### src/rtl/code_group_aligner_if.sv
// rtl/code_group_aligner_if.sv - line-bit input and framed code-group output bundle
interface code_group_aligner_if #(
    parameter int CG_WIDTH = 10
);
    logic                rx_bit;
    logic                rx_bit_valid;
    logic                code_sync_status;
    logic [CG_WIDTH-1:0] pudi;
    logic                indicate;
    logic                aligned;
    logic                realign;

    modport master (
        output rx_bit, rx_bit_valid, code_sync_status,
        input  pudi, indicate, aligned, realign
    );

    modport slave (
        input  rx_bit, rx_bit_valid, code_sync_status,
        output pudi, indicate, aligned, realign
    );
endinterface

### src/rtl/code_group_aligner.sv
// rtl/code_group_aligner.sv - comma-based bit-serial code-group framer
module code_group_aligner #(
    parameter int CG_WIDTH    = 10,
    parameter int LOCK_COMMAS = 3,
    parameter int MISS_LIMIT  = 4
) (
    input  logic                 clk,
    input  logic                 mr_main_reset,
    code_group_aligner_if.slave  bus
);

    typedef enum logic [1:0] {SEARCH, CONFIRM, LOCKED} state_t;

    localparam logic [3:0] LOCK_N   = 4'(LOCK_COMMAS);
    localparam logic [3:0] MISS_N   = 4'(MISS_LIMIT);
    localparam logic [3:0] LAST_BIT = 4'(CG_WIDTH - 1);
    localparam logic [3:0] FILL_MAX = 4'(CG_WIDTH);

    state_t              state_q;
    logic [CG_WIDTH-1:0] sreg_q;
    logic [CG_WIDTH-1:0] sreg_d;
    logic [3:0]          bit_cnt_q;
    logic [3:0]          bit_cnt_d;
    logic [3:0]          fill_q;
    logic [3:0]          conf_cnt_q;
    logic [3:0]          miss_cnt_q;
    logic                sync_q;
    logic [CG_WIDTH-1:0] pudi_q;
    logic                indicate_q;
    logic                aligned_q;
    logic                realign_q;

    logic at_bnd;
    logic comma;
    logic sync_loss;

    always_comb begin
        sreg_d    = {sreg_q[CG_WIDTH-2:0], bus.rx_bit};
        at_bnd    = (bit_cnt_q == LAST_BIT);
        bit_cnt_d = at_bnd ? 4'd0 : bit_cnt_q + 4'd1;
        // the bit being shifted now completes the fill when fill_q is one short
        comma     = (fill_q >= LAST_BIT) &&
                    ((sreg_d[CG_WIDTH-1:CG_WIDTH-7] == 7'b0011111) ||
                     (sreg_d[CG_WIDTH-1:CG_WIDTH-7] == 7'b1100000));
        sync_loss = sync_q && !bus.code_sync_status;
    end

    always_ff @(posedge clk or posedge mr_main_reset) begin
        if (mr_main_reset) begin
            state_q    <= SEARCH;
            sreg_q     <= '0;
            bit_cnt_q  <= '0;
            fill_q     <= '0;
            conf_cnt_q <= '0;
            miss_cnt_q <= '0;
            sync_q     <= 1'b0;
            pudi_q     <= '0;
            indicate_q <= 1'b0;
            aligned_q  <= 1'b0;
            realign_q  <= 1'b0;
        end else begin
            sync_q     <= bus.code_sync_status;
            indicate_q <= 1'b0;
            realign_q  <= 1'b0;
            if (bus.rx_bit_valid) begin
                sreg_q <= sreg_d;
                if (fill_q != FILL_MAX) fill_q <= fill_q + 4'd1;
            end
            // sync loss wins over any comma or emission on the same bit
            if (sync_loss) begin
                if (state_q != SEARCH) begin
                    state_q    <= SEARCH;
                    aligned_q  <= 1'b0;
                    conf_cnt_q <= '0;
                    miss_cnt_q <= '0;
                    bit_cnt_q  <= '0;
                end
            end else if (bus.rx_bit_valid) begin
                bit_cnt_q <= bit_cnt_d;
                case (state_q)
                    SEARCH: begin
                        if (comma) begin
                            pudi_q     <= sreg_d;
                            indicate_q <= 1'b1;
                            realign_q  <= 1'b1;
                            bit_cnt_q  <= '0;
                            conf_cnt_q <= 4'd1;
                            if (LOCK_N <= 4'd1) begin
                                state_q   <= LOCKED;
                                aligned_q <= 1'b1;
                            end else begin
                                state_q   <= CONFIRM;
                            end
                        end
                    end
                    CONFIRM: begin
                        if (comma && !at_bnd) begin
                            pudi_q     <= sreg_d;
                            indicate_q <= 1'b1;
                            realign_q  <= 1'b1;
                            bit_cnt_q  <= '0;
                            conf_cnt_q <= 4'd1;
                        end else if (at_bnd) begin
                            pudi_q     <= sreg_d;
                            indicate_q <= 1'b1;
                            if (comma) begin
                                conf_cnt_q <= conf_cnt_q + 4'd1;
                                if (conf_cnt_q + 4'd1 >= LOCK_N) begin
                                    state_q    <= LOCKED;
                                    aligned_q  <= 1'b1;
                                    miss_cnt_q <= '0;
                                end
                            end
                        end
                    end
                    LOCKED: begin
                        if (comma && !at_bnd) begin
                            if (miss_cnt_q + 4'd1 >= MISS_N) begin
                                pudi_q     <= sreg_d;
                                indicate_q <= 1'b1;
                                realign_q  <= 1'b1;
                                bit_cnt_q  <= '0;
                                conf_cnt_q <= 4'd1;
                                miss_cnt_q <= '0;
                                aligned_q  <= 1'b0;
                                state_q    <= CONFIRM;
                            end else begin
                                miss_cnt_q <= miss_cnt_q + 4'd1;
                            end
                        end else if (at_bnd) begin
                            pudi_q     <= sreg_d;
                            indicate_q <= 1'b1;
                            if (comma) miss_cnt_q <= '0;
                        end
                    end
                    default: state_q <= SEARCH;
                endcase
            end
        end
    end

    assign bus.pudi     = pudi_q;
    assign bus.indicate = indicate_q;
    assign bus.aligned  = aligned_q;
    assign bus.realign  = realign_q;

endmodule

### src/flat_wrapper.sv
// flat-port wrapper written by rule: the top's interface ports become plain ports
module code_group_aligner_flat 
#(
    parameter int CG_WIDTH    = 10,
    parameter int LOCK_COMMAS = 3,
    parameter int MISS_LIMIT  = 4
)
  (clk, mr_main_reset, bus_rx_bit, bus_rx_bit_valid, bus_code_sync_status, bus_pudi, bus_indicate, bus_aligned, bus_realign);
  code_group_aligner_if #(.CG_WIDTH(CG_WIDTH)) bus_i ();
  input  logic clk;
  input  logic mr_main_reset;
  input wire logic [$bits(bus_i.rx_bit)-1:0] bus_rx_bit;
  input wire logic [$bits(bus_i.rx_bit_valid)-1:0] bus_rx_bit_valid;
  input wire logic [$bits(bus_i.code_sync_status)-1:0] bus_code_sync_status;
  output wire logic [$bits(bus_i.pudi)-1:0] bus_pudi;
  output wire logic [$bits(bus_i.indicate)-1:0] bus_indicate;
  output wire logic [$bits(bus_i.aligned)-1:0] bus_aligned;
  output wire logic [$bits(bus_i.realign)-1:0] bus_realign;
  assign bus_i.rx_bit = bus_rx_bit;
  assign bus_i.rx_bit_valid = bus_rx_bit_valid;
  assign bus_i.code_sync_status = bus_code_sync_status;
  assign bus_pudi = bus_i.pudi;
  assign bus_indicate = bus_i.indicate;
  assign bus_aligned = bus_i.aligned;
  assign bus_realign = bus_i.realign;
  code_group_aligner #(.CG_WIDTH(CG_WIDTH), .LOCK_COMMAS(LOCK_COMMAS), .MISS_LIMIT(MISS_LIMIT)) u_core (.clk(clk), .mr_main_reset(mr_main_reset), .bus(bus_i));
endmodule
### config.mk
export PLATFORM = sky130hd
export DESIGN_NAME = code_group_aligner_flat
export DESIGN_NICKNAME = d
export VERILOG_FILES = /design/src/rtl/code_group_aligner_if.sv /design/src/rtl/code_group_aligner.sv /design/src/flat_wrapper.sv
export SDC_FILE = /design/constraint.sdc
export NUM_CORES = 1
export LEC_CHECK = 0
export CORE_MARGIN = 5
export CORE_UTILIZATION = 50
export CTS_BUF_LIST = sky130_fd_sc_hd__clkbuf_16
export DETAILED_ROUTE_END_ITERATION = 16
export PLACE_DENSITY_LB_ADDON = 0.3
export SLEW_MARGIN = 20
export SYNTH_ARGS = -nofsm -noshare
export SYNTH_HDL_FRONTEND = slang
export SYNTH_SLANG_ARGS = --single-unit
### constraint.sdc
create_clock -name clk -period 5.35 [get_ports clk]
set_clock_uncertainty 0.1 [all_clocks]
set_input_delay 1.07 -clock clk [delete_from_list [all_inputs] [get_ports clk]]
set_output_delay 1.07 -clock clk [all_outputs]
set_load 0.05 [all_outputs]
==> flow_metrics.py <==
metrics = {
    "run_status": {
        "status": "finished clean",
    },
    "sta": {
        "worst_slew_pin_slew_ns": 0.611,
        "period_needed_ns": 3.36,
        "setup_viol_count_final": 0,
        "max_freq_mhz": 298,
        "tns_ns": 0,
        "hold_violations": 0,
        "rsz0062_at_grt": "no",
        "fin_crit_sh_pct": 62.8,
        "slew_headroom_pct": 59.1,
        "slew_violations": 0,
    },
    "clock_tree": {
        "clk_latency_ns": 0.28,
        "postCtsHoldBufs": 0,
        "ctsResizeCount": 0,
        "clkTransAtPathRegs_ns": 0.06,
        "numCtsBuffers": 5,
        "post_cts_buffers": 0,
        "root_buffer": "clkbuf_16",
        "clock-sinks": 41,
        "cts.path.max_buffers": 2,
        "cts_tree": "yes",
        "htree_levels": 2,
    },
    "critical_path": {
        "critPathRequiredTime_ns": 5.42,
        "slowest_delay_ns": 0.86,
        "end_kind": "flip-flop",
        "critical_path.slowest_cell": "clkdlybuf4s50_1",
        "start_kind": "input port",
        "cp_data_arrival_time_ns": 3.43,
        "critPathMaxFanout": 15,
        "r2r_cells": 6,
        "path_class": "in -> reg",
        "crit_chain": "clkdlybuf4s50_1 > nand2_1 > o211ai_1 > o21ai_0 > mux2_2",
    },
    "floorplan": {
        "dieArea_sq_mm": 0.00583,
        "initial_core_util_pct": 51.0,
        "die_x_um": 76.4,
        "fp-row-count": 24,
        "pin_count": 18,
        "fp.dieH_um": 76.4,
        "core_area_sq_mm": 0.00432,
    },
    "logic_synthesis": {
        "synth_seq_cells": 41,
        "synth_edf_count": 0,
        "ys.flop_type": "dfrtp_1",
        "yosysTopAreaCellShare_pct": 46.6,
        "synth_area_sq_mm": 0.00220,
        "ys_top_cells_by_area": "dfrtp_1, mux2_2, ha_1",
        "ys_warn_count": 0,
        "synthesis.nets": 222,
        "synth_async_sr_flop_share_pct": 100,
        "yosysSeqAreaShare_pct": 46.6,
        "netlist_instances": 204,
        "synth_common_cells": "dfrtp_1, mux2_2, nand2_1",
        "yosys.area.top_type": "dfrtp_1",
        "post_synth_num_cell_types": 46,
        "synthMostInstantiatedCell": "dfrtp_1",
        "avgSynthCellArea_sq_um": 10.8,
    },
    "run": {
        "cap_violations": 0,
    },
    "global_route": {
        "grt_pass1_wl_um": 7330,
        "grt.overflow.total": 0,
        "grt_antenna_before_repair": 0,
        "grt_pass1_vias": 1560,
        "grtUsageTotal_pct": 15.2,
        "grt_max_degree": 42,
    },
    "final_layout": {
        "diodes": 0,
        "drive_above_1_share_pct": 16.5,
        "area_growth_pct": 18.6,
        "nNetsFinal": 241,
    },
    "power": {
        "sw_frac_of_total_pct": 37.0,
        "p_int_w": 0.000893,
        "total_power_w": 0.00142,
        "powerDensity_mw_per_mm2": 542,
        "ir_drop_uv": 399,
        "seqPwrFrac_pct": 35.1,
        "clkPwrFrac_pct": 26.9,
        "pwr-share-comb_pct": 38.0,
        "p_leak_nw": 1.13,
        "p_sw_w": 0.000524,
    },
    "worst_hold_path": {
        "min_path_cells": 1,
        "hold_path_class": "reg -> reg",
    },
    "placement": {
        "gp_congestion": 0.811,
        "place_hpwl_um": 2800,
        "portBuffers": 17,
    },
    "routing": {
        "drtIter0Drc": 159,
        "viasPerCell": 5.78,
        "detail-route-antenna-nets": 0,
        "postRouteWirelength_um": 4110,
        "drc": 0,
        "routed-via-count": 1595,
        "wl_per_cell_um": 14.9,
        "drt-pass1-iter-count": 5,
    },
}
## cells by family (layout without fill, tap and decap cells)
group,count (synthesis),after routing,synth area share [%]
mux,23,23,11.7
simple gates,59,59,13.9
compound gates,45,45,15.9
flops,41,41,46.6
fa+ha+maj,13,13,7.38
buf+inv,20,40,3.41
xor+xnor,3,3,1.19
## layout make-up
type / instances / area, sq um
sequential: 41 / 1030
clock inverter: 3 / 65.1
clock buffer: 5 / 125
timing repair buffer: 18 / 178
inverter: 14 / 52.6
multi-input combinational: 143 / 1100
tap: 52 / 65.1
fill: 365 / 1710
## power groups by stage
stage / sequential, W / clock (W) / combinational (W)
6_report: 0.000498 / 0.000381 / 0.000538
5_1_grt: 0.000515 / 0.000405 / 0.000584
3_5_place_dp: 0.000500 / 0 / 0.000538
2_1_floorplan: 0.000625 / 0 / 0.000261
3_3_place_gp: 0.000499 / 0 / 0.000529
4_1_cts: 0.000498 / 0.000389 / 0.000543
## stage by stage
stage	hold slack (ns)	setup slack (ns)	std cells	util [%]	area [sq um]
floorplan	0.367	2.74	204	-	2200
global placement	0.392	1.86	268	56.0	2420
detailed placement	0.394	1.78	268	56.0	2420
CTS	0.405	2.03	276	60.4	2610
global route	0.420	1.84	276	60.4	2610
finish	0.401	1.99	276	60.4	2610
## registers in the layout, summed over array words and instances, names as in the netlist
register	count
u_core.bus.realign	1
u_core.miss_cnt_q	4
u_core.state_q	2
u_core.bus.pudi	10
u_core.conf_cnt_q	4
u_core.bit_cnt_q	4
u_core.bus.indicate	1
u_core.sync_q	1
u_core.bus.aligned	1
u_core.fill_q	4
u_core.sreg_q	9
## path summary, 6_finish.rpt
path,from,to,slack [ns]
max in group asynchronous,mr_main_reset,u_core.state_q[1],3.68
worst max-delay path,bus_rx_bit_valid,u_core.miss_cnt_q[0],1.99
worst max register to register,u_core.sreg_q[3],u_core.bus.pudi[3],2.57
worst min register to register,u_core.fill_q[3],u_core.fill_q[3],0.40
min in group asynchronous,mr_main_reset,u_core.miss_cnt_q[1],1.12
worst min-delay path,u_core.fill_q[3],u_core.fill_q[3],0.40
## metal layers
layer	GRT usage (%)	part of all wire [%]	up-vias
li1	-	-	779
met1	19.5	45	760
met2	24.9	48	48
met3	3.90	4.7	8
met4	5.24	1.4	0
met5	0	0	-
## placed cells by master, fill, tap and decap left out, drive strengths merged, types with 3 or more instances in the layout
| cell | synthesis | final |
|---|---|---|
| nand3 | 8 | 8 |
| a21oi | 8 | 8 |
| nand2 | 16 | 16 |
| clkdlybuf4s50 | 0 | 17 |
| o211ai | 3 | 3 |
| and2 | 4 | 4 |
| nand4 | 3 | 3 |
| nand2b | 4 | 4 |
| inv | 14 | 14 |
| mux2 | 22 | 22 |
| clkbuf | 5 | 5 |
| o21a | 3 | 3 |
| ha | 13 | 13 |
| o21ai | 11 | 11 |
| nor3 | 4 | 4 |
| nor2 | 9 | 9 |
| dfrtp | 41 | 41 |
## critical path: cells and delay by family
kind	cells	cell delay (ns)
AO/OA/AOI/OAI	2	0.78
AND/OR/NAND/NOR	1	0.38
buffers and inverters	1	0.86
multiplexers	1	0.34
No activity file was read; power rests on OpenSTA's default activity.
